===== src/rtl/dense_controller.sv =====
// -----------------------------------------------------------------------------
// dense_controller
//   Sequencing FSM for the dense-layer datapath. Consumes one full input
//   vector from the input buffer, runs IN_COUNT multiply-accumulate cycles per
//   output neuron, adds the bias and writes the result word, and finally
//   hands a complete output vector to the downstream buffer.
//
//   Memories with a fixed read latency MEM_LAT (0..3) are supported: load is
//   inCntEn delayed by MEM_LAT cycles, and a DRAIN phase of MEM_LAT cycles
//   lets the last in-flight product land before the bias cycle.
//
// Ports
//   clk, rst     clock (rising edge), asynchronous active-high reset
//   in_valid     input buffer holds a complete vector
//   in_consume   1-cycle pulse: input vector fully used
//   out_valid    output buffer holds a complete result vector
//   out_ready    downstream took the result (handshake in WAIT_OUT)
//   clear        clear both datapath index counters
//   inCntEn      advance input index counter
//   clearReg     clear partial-sum register
//   WorB         adder mux select: 0 = product, 1 = bias
//   load         load partial-sum register
//   outCntEn     advance output index counter
//   outWrEn      write result word (partial sum + bias)
//   mulDone      input counter at terminal count
//   calcDone     output counter at terminal count
//   busy         FSM not idle
//   err          sticky watchdog flag, cleared only by rst
// -----------------------------------------------------------------------------
module dense_controller #(
    parameter int IN_COUNT  = 784,
    parameter int OUT_COUNT = 10,
    parameter int MEM_LAT   = 0
) (
    input  logic clk,
    input  logic rst,
    input  logic in_valid,
    output logic in_consume,
    output logic out_valid,
    input  logic out_ready,
    output logic clear,
    output logic inCntEn,
    output logic clearReg,
    output logic WorB,
    output logic load,
    output logic outCntEn,
    output logic outWrEn,
    input  logic mulDone,
    input  logic calcDone,
    output logic busy,
    output logic err
);

    typedef enum logic [2:0] {
        IDLE     = 3'd0,
        INIT     = 3'd1,
        MAC      = 3'd2,
        DRAIN    = 3'd3,
        BIAS     = 3'd4,
        WAIT_OUT = 3'd5
    } stateT;

    localparam int WD_W = $clog2(IN_COUNT + 1);
    localparam logic [WD_W-1:0] WD_LAST = WD_W'(IN_COUNT - 1);
    localparam logic [1:0] DRAIN_LAST = 2'((MEM_LAT > 0) ? (MEM_LAT - 1) : 0);
    localparam int OI_W = (OUT_COUNT > 1) ? $clog2(OUT_COUNT) : 1;

    stateT           state, nextState;
    logic [1:0]      drainCnt;
    logic [WD_W-1:0] wdCnt;
    logic [OI_W-1:0] outIdx;
    logic            wdFire;
    logic            macDone;

    // Watchdog: the IN_COUNT-th MAC cycle without mulDone ends the MAC phase
    // anyway so a broken counter cannot hang the layer.
    assign wdFire  = (state == MAC) && !mulDone && (wdCnt == WD_LAST);
    assign macDone = mulDone || wdFire;
    assign busy    = (state != IDLE);

    // ---------------------------------------------------------------- state reg
    always_ff @(posedge clk or posedge rst) begin
        if (rst) begin
            state <= IDLE;
        end else begin
            state <= nextState;
        end
    end

    // ------------------------------------------------- next state and outputs
    always_comb begin
        nextState  = state;
        clear      = 1'b0;
        inCntEn    = 1'b0;
        clearReg   = 1'b0;
        WorB       = 1'b0;
        outCntEn   = 1'b0;
        outWrEn    = 1'b0;
        out_valid  = 1'b0;
        in_consume = 1'b0;
        case (state)
            IDLE: begin
                if (in_valid) nextState = INIT;
            end
            INIT: begin
                clear     = 1'b1;
                clearReg  = 1'b1;
                nextState = MAC;
            end
            MAC: begin
                inCntEn = 1'b1;
                // A forced exit also drains, so the load pipe is empty
                // when clearReg fires in BIAS.
                if (macDone) nextState = (MEM_LAT > 0) ? DRAIN : BIAS;
            end
            DRAIN: begin
                if (drainCnt == DRAIN_LAST) nextState = BIAS;
            end
            BIAS: begin
                WorB     = 1'b1;
                outWrEn  = 1'b1;
                outCntEn = 1'b1;
                clearReg = 1'b1;
                if (calcDone) begin
                    in_consume = 1'b1;
                    nextState  = WAIT_OUT;
                end else begin
                    nextState  = MAC;
                end
            end
            WAIT_OUT: begin
                out_valid = 1'b1;
                if (out_ready) nextState = IDLE;
            end
            default: nextState = IDLE;
        endcase
    end

    // --------------------------------------------- drain / watchdog counters
    always_ff @(posedge clk or posedge rst) begin
        if (rst) begin
            drainCnt <= '0;
            wdCnt    <= '0;
            err      <= 1'b0;
        end else begin
            drainCnt <= (state == DRAIN) ? drainCnt + 2'd1 : 2'd0;
            wdCnt    <= (state == MAC) ? wdCnt + 1'b1 : '0;
            if (wdFire) err <= 1'b1;
        end
    end

    // Output-word index, tracked only to cross-check calcDone.
    always_ff @(posedge clk or posedge rst) begin
        if (rst) begin
            outIdx <= '0;
        end else if (state == INIT) begin
            outIdx <= '0;
        end else if (state == BIAS) begin
            outIdx <= outIdx + 1'b1;
        end
    end

    // ------------------------------------------------------------ load pipe
    // load mirrors inCntEn shifted by the memory read latency so the
    // accumulator adds each product on the cycle its operands arrive.
    generate
        if (MEM_LAT == 0) begin : gNoLat
            assign load = inCntEn;
        end else begin : gLat
            logic [MEM_LAT-1:0] loadPipe;
            always_ff @(posedge clk or posedge rst) begin
                if (rst) begin
                    loadPipe <= '0;
                end else begin
                    loadPipe[0] <= inCntEn;
                    for (int i = 1; i < MEM_LAT; i++) begin
                        loadPipe[i] <= loadPipe[i-1];
                    end
                end
            end
            assign load = loadPipe[MEM_LAT-1];
        end
    endgenerate

    // ------------------------------------------------------------ assertions
    aClearLoad : assert property (@(posedge clk) disable iff (rst)
        !(clearReg && load));
    aLastWord : assert property (@(posedge clk) disable iff (rst)
        in_consume |-> (outIdx == OI_W'(OUT_COUNT - 1)));

endmodule


===== config.mk =====
export PLATFORM = sky130hd
export DESIGN_NAME = dense_controller
export DESIGN_NICKNAME = d
export VERILOG_FILES = /design/src/rtl/dense_controller.sv
export SDC_FILE = /design/constraint.sdc
export NUM_CORES = 1
export LEC_CHECK = 0
export BUFFER_PORTS_ARGS = -buffer_cell sky130_fd_sc_hd__buf_2
export CORE_MARGIN = 3
export CORE_UTILIZATION = 56
export CTS_CLUSTER_DIAMETER = 200
export DETAILED_ROUTE_END_ITERATION = 10
export HOLD_SLACK_MARGIN = 0.05
export PLACE_DENSITY = 0.93
export SYNTH_ARGS = -nofsm -noshare
export SYNTH_HDL_FRONTEND = slang
export SYNTH_SLANG_ARGS = --single-unit

===== constraint.sdc =====
create_clock -name clk -period 2.9 [get_ports clk]
set_input_delay 0 -clock clk [delete_from_list [all_inputs] [get_ports clk]]
set_output_delay 0 -clock clk [all_outputs]
set_load 0.01 [all_outputs]

* Word level (Yosys, flattened, before mapping) *
Cells that the tools add are included.

word-level totals
  ROM bits = 0
  memories kept = 0
  bits in writable memories = 0
  bits in latches = 0
  word-level logic and storage cells = 40
  output and inout port bits = 11
  register bits = 16
  bits of input ports = 6

cells by class
  magnitude comparators = 0
  add/subtract/negate cells = 2
  div/mod/pow operators = 0
  shifts and indexed selects = 0
  eq/ne operators = 10
  $mul = 0
  bitwise gates (word level) = 0
  mux-type cells = 15
  reduce and logical (&&, ||, !) cells = 9

operators with widths
  cell                                                                    count
  3-bit case mux with 6 select lines                                      1
  3-bit 2-to-1 mux                                                        5
  10-bit by 1-bit adder with 10-bit output (second input constant)        1
  10-bit equality test (second input constant)                            1
  10-bit 2-to-1 mux                                                       1
  2-bit != test (second input constant)                                   4
  1-bit 2-to-1 mux                                                        7
  3-bit by 2-bit equality test with 1-bit output (second input constant)  2
  3-bit equality test (second input constant)                             2
  4-bit AND reduction                                                     1
  3-bit by 1-bit equality test with 1-bit output (second input constant)  1
  3-bit logical NOT                                                       1
  3-bit nonzero test                                                      1
  2-bit by 1-bit adder with 2-bit output (second input constant)          1
  1-bit logical AND                                                       2
  2-bit logical NOT                                                       1
  2-bit 2-to-1 mux                                                        1
  2-bit OR reduction                                                      1
  1-bit logical NOT                                                       1
  1-bit logical OR                                                        1

* Longest topological paths before layout *
Gate-level depths: netlist of run 1.

  word-level depth = 6
  mapped depth = 5
  gate-level depth less buffers = 5

* Worst setup path before layout of run 1 *
No wires, ideal clock.

  path kind = register -> register
  start = register wdCnt[6]
  end = register state[1]
  path slack = 1543 ps
  period minus slack after synthesis = 1357 ps
  path buffers = 0
  library setup time = 139 ps
  cell stages (with the launch flop) = 4
  required time = 2761 ps
  data arrival time = 1218 ps
  cell sequence = dfrtp_1 or4_1 nor3_2 o221ai_1

on the way
  cells in the longest elaborated chain, start to end = 5

ends and longest elaborated chain
  item                           line  source
  start, declared                70    logic [WD_W-1:0] wdCnt;
  start signal, assigned         147   wdCnt <= (state == MAC) ? wdCnt + 1'b1 : '0;
  10-bit equality test           77    assign wdFire = (state == MAC) && !mulDone && (wdCnt == WD_LAST);
  1-bit logical AND              77
  1-bit logical OR               78    assign macDone = mulDone || wdFire;
  2-bit != test (no line)        n/a
  4-bit AND reduction (no line)  n/a
  end signal, assigned           86    state <= nextState;
  end, declared                  68    stateT state, nextState;

Every way passes these cells.
A chain may end at the register's enable or synchronous reset.

* Final worst setup path of run 1 *
  start = register state[2]
  end = output load

on the way
  cells in the longest elaborated chain, start to end = 2

ends and longest elaborated chain
  item                                            line  source
  3-bit by 2-bit equality test with 1-bit output  101   case (state)
  1-bit 2-to-1 mux                                101
  end, declared                                   45    output logic load,

Every way passes these cells.

==> key figures, run 1 <==
Clocking
  – CTS root buffer: clkbuf_4
  – Sink Count: 16
  – Maximum clock path buffer count: 2
  – Setup bufs post-CTS: 0
  – # hold bufs at CTS: 3
  – H-tree levels: 1
  – CTS tree: built
  – TritonCTS Buffers: 3
  – Clock slew at reported path FFs: 0.09 ns
  – Clock latency on the worst-skew pair: 0.28 ns
  – Post-CTS Resized: 0

GRT
  – First-pass GRT wire length: 2770 um
  – GRT Total Usage: 18.5%
  – Vias in the first global route: 662
  – GRT Residual Overflow: 0
  – Initial antenna violation count: 0
  – Largest net degree at the start of global routing: 17

Worst setup path
  – RR Endpoint: state[2]
  – CP Class: register to output port
  – Worst stage delay on the critical path: 0.61 ns
  – CP Capture Type: output port
  – CP required: 2.90 ns
  – R2r startpoint: state[2]
  – Crit Path Max Fanout: 11
  – Worst setup path startpoint: state[2]
  – Worst Setup Start Kind: register
  – CP max stage cell: or3b_1
  – Worst-path cell chain: or3b_1 -> clkinv_8 -> buf_2
  – FF-to-FF setup slack: 1.34 ns
  – FF-to-FF path depth: 4
  – Buf+Inv Stages, Crit Path: 2
  – CP delay by family, top: simple AND/OR/NAND/NOR gates
  – WP data arrival: 1.63 ns

Floorplanning
  – Core Rows: 13
  – Die W: 45.7 um
  – Initial core utilization: 64.0%
  – Core ar.: 0.00138 sq mm
  – Die area: 0.00209 sq mm
  – # IOs: 17
  – Die Ht: 45.7 um

Logic synthesis
  – Top post-synthesis cells by area: dfrtp_1 45%, nor2_1 3.4%, a21oi_1 2.8%
  – Avg Inst Size Synth: 9.72 sq um
  – Synth Net Count: 99
  – Simple-gate share of the synthesized area: 25.7%
  – EDFF count, synth: 0
  – Mux share of post-synthesis cell area: 1.27%
  – Synth top area share: 45.3%
  – Async SR Flop Fraction: 100%
  – Post-synthesis xor/xnor area fraction: 2.97%
  – Largest family of logic cells by synthesized area: simple AND/OR/NAND/NOR gates
  – #FFs+latches synth: 16
  – Predominant post-synthesis flop cell: dfrtp_1
  – Post-Syn Area: 885 sq um
  – Seq/Total Area, Yosys: 45.3%
  – Dominant cell type by area after synthesis: dfrtp_1
  – Compound-Gate Fraction of Synth Area: 13.3%
  – Post-Synth Adder-Cell Area: 2.83%
  – Cell variety after synth: 38
  – Syn. warnings: 0
  – Synth Instances: 91

Place
  – Hpwl dp: 1220 um
  – DP Area: 946 sq um
  – Placed Cells: 117
  – PortBufs: 16
  – Placer's final routability congestion estimate: 0.779

Power and ir drop
  – Power Density: 684 mW/mm^2
  – Worst IR Drop VDD: 0.000514 V
  – P_leak: 0.485 nW

Worst hold path
  – Hold_sp: in_valid
  – HP Class: input port to register
  – Hold EP: state[0]
  – Worst hold stages: 3

Route
  – DRC: 0
  – Via Count: 704
  – Vias per cell: 5.72
  – Initial drt markers: 17
  – Detail-routed net length per standard cell: 13.1 um
  – Drt total wl: 1610 um
  – First-pass DRT Iterations: 4
  – Detail Route Antenna Nets: 0

STA
  – Minimum clock period: 1.63 ns
  – Fin crit share: 56.4%
  – Max-slew headroom: 61.7%
  – Worst Skew: 0.00239 ns
  – Final setup violation count: 0
  – Final hold violations: 0
  – RSZ-0062 raised after global routing: false
  – Final Max Tran Viols: 0
  – Tightest Pin Transition: 0.574 ns
  – Fmax: 612 MHz
  – Final setup TNS: 0 ns

Layout
  – P&R area growth vs syn: 12.9%
  – Share of layout cells above drive strength 1: 22.2%
  – Antenna diode count: 0
  – Design area: 998 sq um
  – Nets: 118
  – Final std cells w/o fill: 123

Job
  – Max-cap violations: 0

Outcome
  – Status: complete, no violations
power by group:
part / switching, mW / internal (mW)
sequential: 0.0462 / 0.251
combinational: 0.152 / 0.119
clock: 0.0659 / 0.0483
total: 0.264 / 0.418
cells in the final DEF (no fill, tap or decap), drive strengths merged, types with 2 or more instances in the layout:
cell type	count
dfrtp	16
buf	16
nor2	8
nand2	6
inv	6
a21oi	5
and3	4
nand3	4
or4	3
o21ai	3
clkbuf	3
dlygate4sd3	3
nand2b	3
nand4	2
or3	2
o31ai	2
xnor2	2
ha	2
nor3	2
registers in the layout (all words and copies together) (netlist names):
signal    count
err           1
wdCnt        10
drainCnt      2
state         3
synth_stat cells, drive strengths merged, types with 2 or more instances:
master,count
o21ai,3
or3,2
xnor2,2
ha,2
nor2,8
dfrtp,16
nand3,4
and3,4
or4,3
a21oi,5
nand2b,3
nand2,6
o31ai,2
inv,6
nor3,2
nand4,2
buf,4
kinds of logic (layout without fill, tap and decap cells):
group	count (synthesis)	in the layout
buffers and inverters	12	29
DFF	16	16
muxes	1	1
AOI/OAI and AO/OA	18	18
and+or+nand+nor	39	39
xor gates and xnor gates	3	3
adders and majority gates	2	2
how the worst max path moves through the flow:
stage | to | cells past startpoint
after floorplan | state[1] | 3
after global placement | state[2] | 4
after detailed placement | state[2] | 4
after CTS | load | 3
after global routing | inCntEn | 3
final | load | 3
worst min-delay path, delay by kind of cell:
kind / cells / cell delay (ns)
mux: 1 / 0.14
buf+inv: 1 / 0.08
compound gates: 1 / 0.12
layout make-up:
type,instances,area [sq um]
repair buffers,19,110
clock buffers,3,22.5
well taps,15,18.8
multi-input cells,63,408
fillers,93,384
inverters,7,38.8
flip-flops and latches,16,400
per-stage QoR:
step / worst slack (ns) / util [%] / power (mW) / hold WS (ns)
finish: 1.27 / 72.2 / 0.683 / 0.0872
global route: 1.19 / 72.2 / 0.730 / 0.106
CTS: 1.26 / 72.2 / 0.690 / 0.0840
detailed placement: 1.35 / 68.4 / 0.574 / 0.0924
global placement: 1.37 / 68.4 / 0.562 / 0.0827
floorplan: 1.54 / - / 0.514 / -0.0863
routing by layer:
| layer | share of wire, % | vias to the layer above | wire [um] | track usage [%] |
|---|---|---|---|---|
| met5 | 0 | - | 0 | 0 |
| met4 | 1.4 | 0 | 23 | 8.52 |
| met1 | 45 | 322 | 730 | 25.1 |
| li1 | - | 359 | - | - |
| met3 | 5.0 | 4 | 80 | 2.37 |
| met2 | 48 | 19 | 774 | 29.2 |
Note: power is estimated with default switching activity, not from simulation.
==> inputs of run 2 (changes only) <==
ABC_AREA = 1   (was unset)
CORE_UTILIZATION = 52   (was 56)
PLACE_DENSITY = 0.88   (was 0.93)
clock period = 1.55 ns   (was 2.9 ns; I/O delays follow)
==> key figures, run 2 <==
Outcome
  – Status: complete, no violations

Layout
  – Final design utilization: 65.2%
  – Final std cells w/o fill: 146
  – Most common cell after layout, fill and taps aside: nor2_1
  – P&R area growth vs syn: 16.2%
  – Largest register FFs: 10
  – Largest regs: wdCnt: 10 flops, state: 3 flops, drainCnt: 2 flops
  – Nets: 140
  – Share of layout cells above drive strength 1: 21.5%
  – Most frequent cells in the layout: 21 x nor2_1, 19 x inv_1, 16 x nand2_1, 16 x dfrtp_1, 16 x buf_2
  – Antenna diode count: 0
  – Largest reg by FF count: wdCnt

Logic synthesis
  – Post-Synth Adder-Cell Area: 2.89%
  – Dominant cell type by area after synthesis: dfrtp_1
  – Top post-synthesis cells by area: dfrtp_1 46%, nor2_1 9.1%, inv_1 8.2%
  – Seq/Total Area, Yosys: 46.3%
  – Post-Syn Area: 865 sq um
  – Synth top area share: 46.3%
  – Synth Net Count: 118
  – Post-synthesis xor/xnor area fraction: 1.01%
  – Cell variety after synth: 21
  – Predominant post-synthesis flop cell: dfrtp_1
  – Synth top cells by count: 21 x nor2_1, 19 x inv_1, 16 x dfrtp_1, 16 x nand2_1
  – Async SR Flop Fraction: 100%
  – EDFF count, synth: 0
  – Syn. warnings: 0
  – Synth Instances: 110
  – Simple-gate share of the synthesized area: 30.7%
  – Mux share of post-synthesis cell area: 0%
  – Compound-Gate Fraction of Synth Area: 7.38%
  – #FFs+latches synth: 16
  – Avg Inst Size Synth: 7.86 sq um
  – Largest family of logic cells by synthesized area: simple AND/OR/NAND/NOR gates
  – Top-count cell post-synth: nor2_1

Worst setup path
  – WP data arrival: 1.28 ns
  – Most frequent CP cell: inv_2
  – FF-to-FF setup slack: 0.29 ns
  – Buf+Inv Stages, Crit Path: 3
  – Worst stage delay on the critical path: 0.41 ns
  – CP max stage cell: dfrtp_1
  – CP required: 1.55 ns
  – CP delay by family, top: flip-flops
  – Worst-path cell chain: inv_2 -> nand3_2 -> inv_2 -> buf_2
  – CP Class: register to output port
  – Worst Setup Start Kind: register
  – CP Capture Type: output port
  – Crit Path Max Fanout: 7

Place
  – Placer's final routability congestion estimate: 0.847
  – Hpwl dp: 1280 um
  – PortBufs: 16
  – Placed Cells: 139

Floorplanning
  – Die Ht: 46.8 um
  – Die W: 46.8 um
  – Die area: 0.00219 sq mm
  – Initial core utilization: 56.1%
  – Core Rows: 14
  – # IOs: 17
  – Core ar.: 0.00154 sq mm

Power and ir drop
  – P_sw: 0.482 mW
  – Comb pwr share: 39.5%
  – Clock network power share: 17.7%
  – Internal: 0.740 mW
  – P_leak: 0.544 nW
  – Sequential share of power: 42.8%
  – Net Sw Frac: 39.4%
  – Worst IR Drop VDD: 0.000672 V
  – Power Density: 1220 mW/mm^2

STA
  – Max-slew headroom: 59.8%
  – Minimum clock period: 1.28 ns
  – Worst Skew: 0.00268 ns
  – Fmax: 781 MHz
  – Tightest Pin Transition: 0.602 ns
  – Final setup TNS: 0 ns
  – Fin crit share: 82.6%
  – RSZ-0062 raised after global routing: false
  – Final hold violations: 0
  – Hold WS: 0.125 ns
  – Final setup violation count: 0
  – Final Max Tran Viols: 0

Route
  – Detail Route Antenna Nets: 0
  – Detail-routed net length per standard cell: 11.6 um
  – Via Count: 766
  – First-pass DRT Iterations: 4
  – Initial drt markers: 22
  – DRC: 0
  – Vias per cell: 5.25
  – Drt total wl: 1690 um

Clocking
  – TritonCTS Buffers: 3
  – Clock latency on the worst-skew pair: 0.29 ns
  – CTS root buffer: clkbuf_4
  – Sink Count: 16
  – Clock slew at reported path FFs: 0.08 ns
  – Maximum clock path buffer count: 2
  – CTS tree: built
  – H-tree levels: 1

GRT
  – Vias in the first global route: 672
  – First-pass GRT wire length: 2750 um
  – GRT Residual Overflow: 0
  – GRT Total Usage: 17.7%
  – Largest net degree at the start of global routing: 17
  – Initial antenna violation count: 0

Job
  – Max-cap violations: 0

Worst hold path
  – HP Class: input port to register
-- run 2: cell count changes after synthesis, sizes merged, moves of 3 or more --
| cell | before | now |
|---|---|---|
| nand2b | 3 | 0 |
| nand3 | 4 | 7 |
| and3 | 4 | 1 |
| nand2 | 6 | 18 |
| or4 | 3 | 0 |
| nor2 | 8 | 23 |
| inv | 6 | 21 |
-- run 2: final timing paths --
kind                             start          end  cells after the start
max                           state[2]         load                      4
min                           in_valid     state[2]                      5
max reg2reg                   wdCnt[0]     state[1]                      6
min reg2reg                drainCnt[0]  drainCnt[0]                      1
max in group asynchronous          rst     wdCnt[9]                      3
min in group asynchronous          rst  drainCnt[0]                      3
-- run 2: power by group through the flow --
stage,Combinational [mW],Sequential [mW],Clock [mW]
finish,0.483,0.524,0.216
global route,0.556,0.532,0.243
CTS,0.486,0.523,0.214
detailed placement,0.477,0.531,0
global placement,0.465,0.527,0
floorplan,0.358,0.521,0
-- run 2: layout make-up --
type                       instances  area, sq um
tap                               16         20.0
fill                             140          537
clock buffer                       3         22.5
inverter                          21         78.8
sequential                        16          400
timing repair buffer              20          120
multi-input combinational         70          363
-- run 2: worst min-delay path: stages --
cell and delay (ns):
buf_2 0.10, nor2_1 0.09, nor2_1 0.06, nand4_1 0.08, nand2_1 0.05
-- run 2: cells by family (layout without fill, tap and decap cells) --
logic type	Yosys count	after routing
AOI/OAI and AO/OA	12	12
and+or+nand+nor	55	55
buffers and inverters	24	44
xor gates and xnor gates	1	1
DFF	16	16
adders and majority gates	2	2
-- run 2: layer usage --
layer	track usage (%)	vias up	part of all wire (%)
met5	0	-	0
met4	6.63	0	1.2
met3	3.45	4	5.7
met2	28.2	23	49
met1	23.9	356	44
li1	-	383	-
-- run 2: repair_timing --
item	CTS	global route
hold endpoints to repair	19	0
resized for setup	0	0
hold buffers	4	0
buffers inserted	0	0
-- run 2: metrics by stage --
stage | instance area [sq um] | setup WS, ns | power [mW]
after floorplan | 865 | 0.415 | 0.879
after global placement | 942 | 0.358 | 0.992
after detailed placement | 942 | 0.298 | 1.01
after CTS | 1000 | 0.272 | 1.22
after global routing | 1000 | 0.166 | 1.33
final | 1000 | 0.269 | 1.22
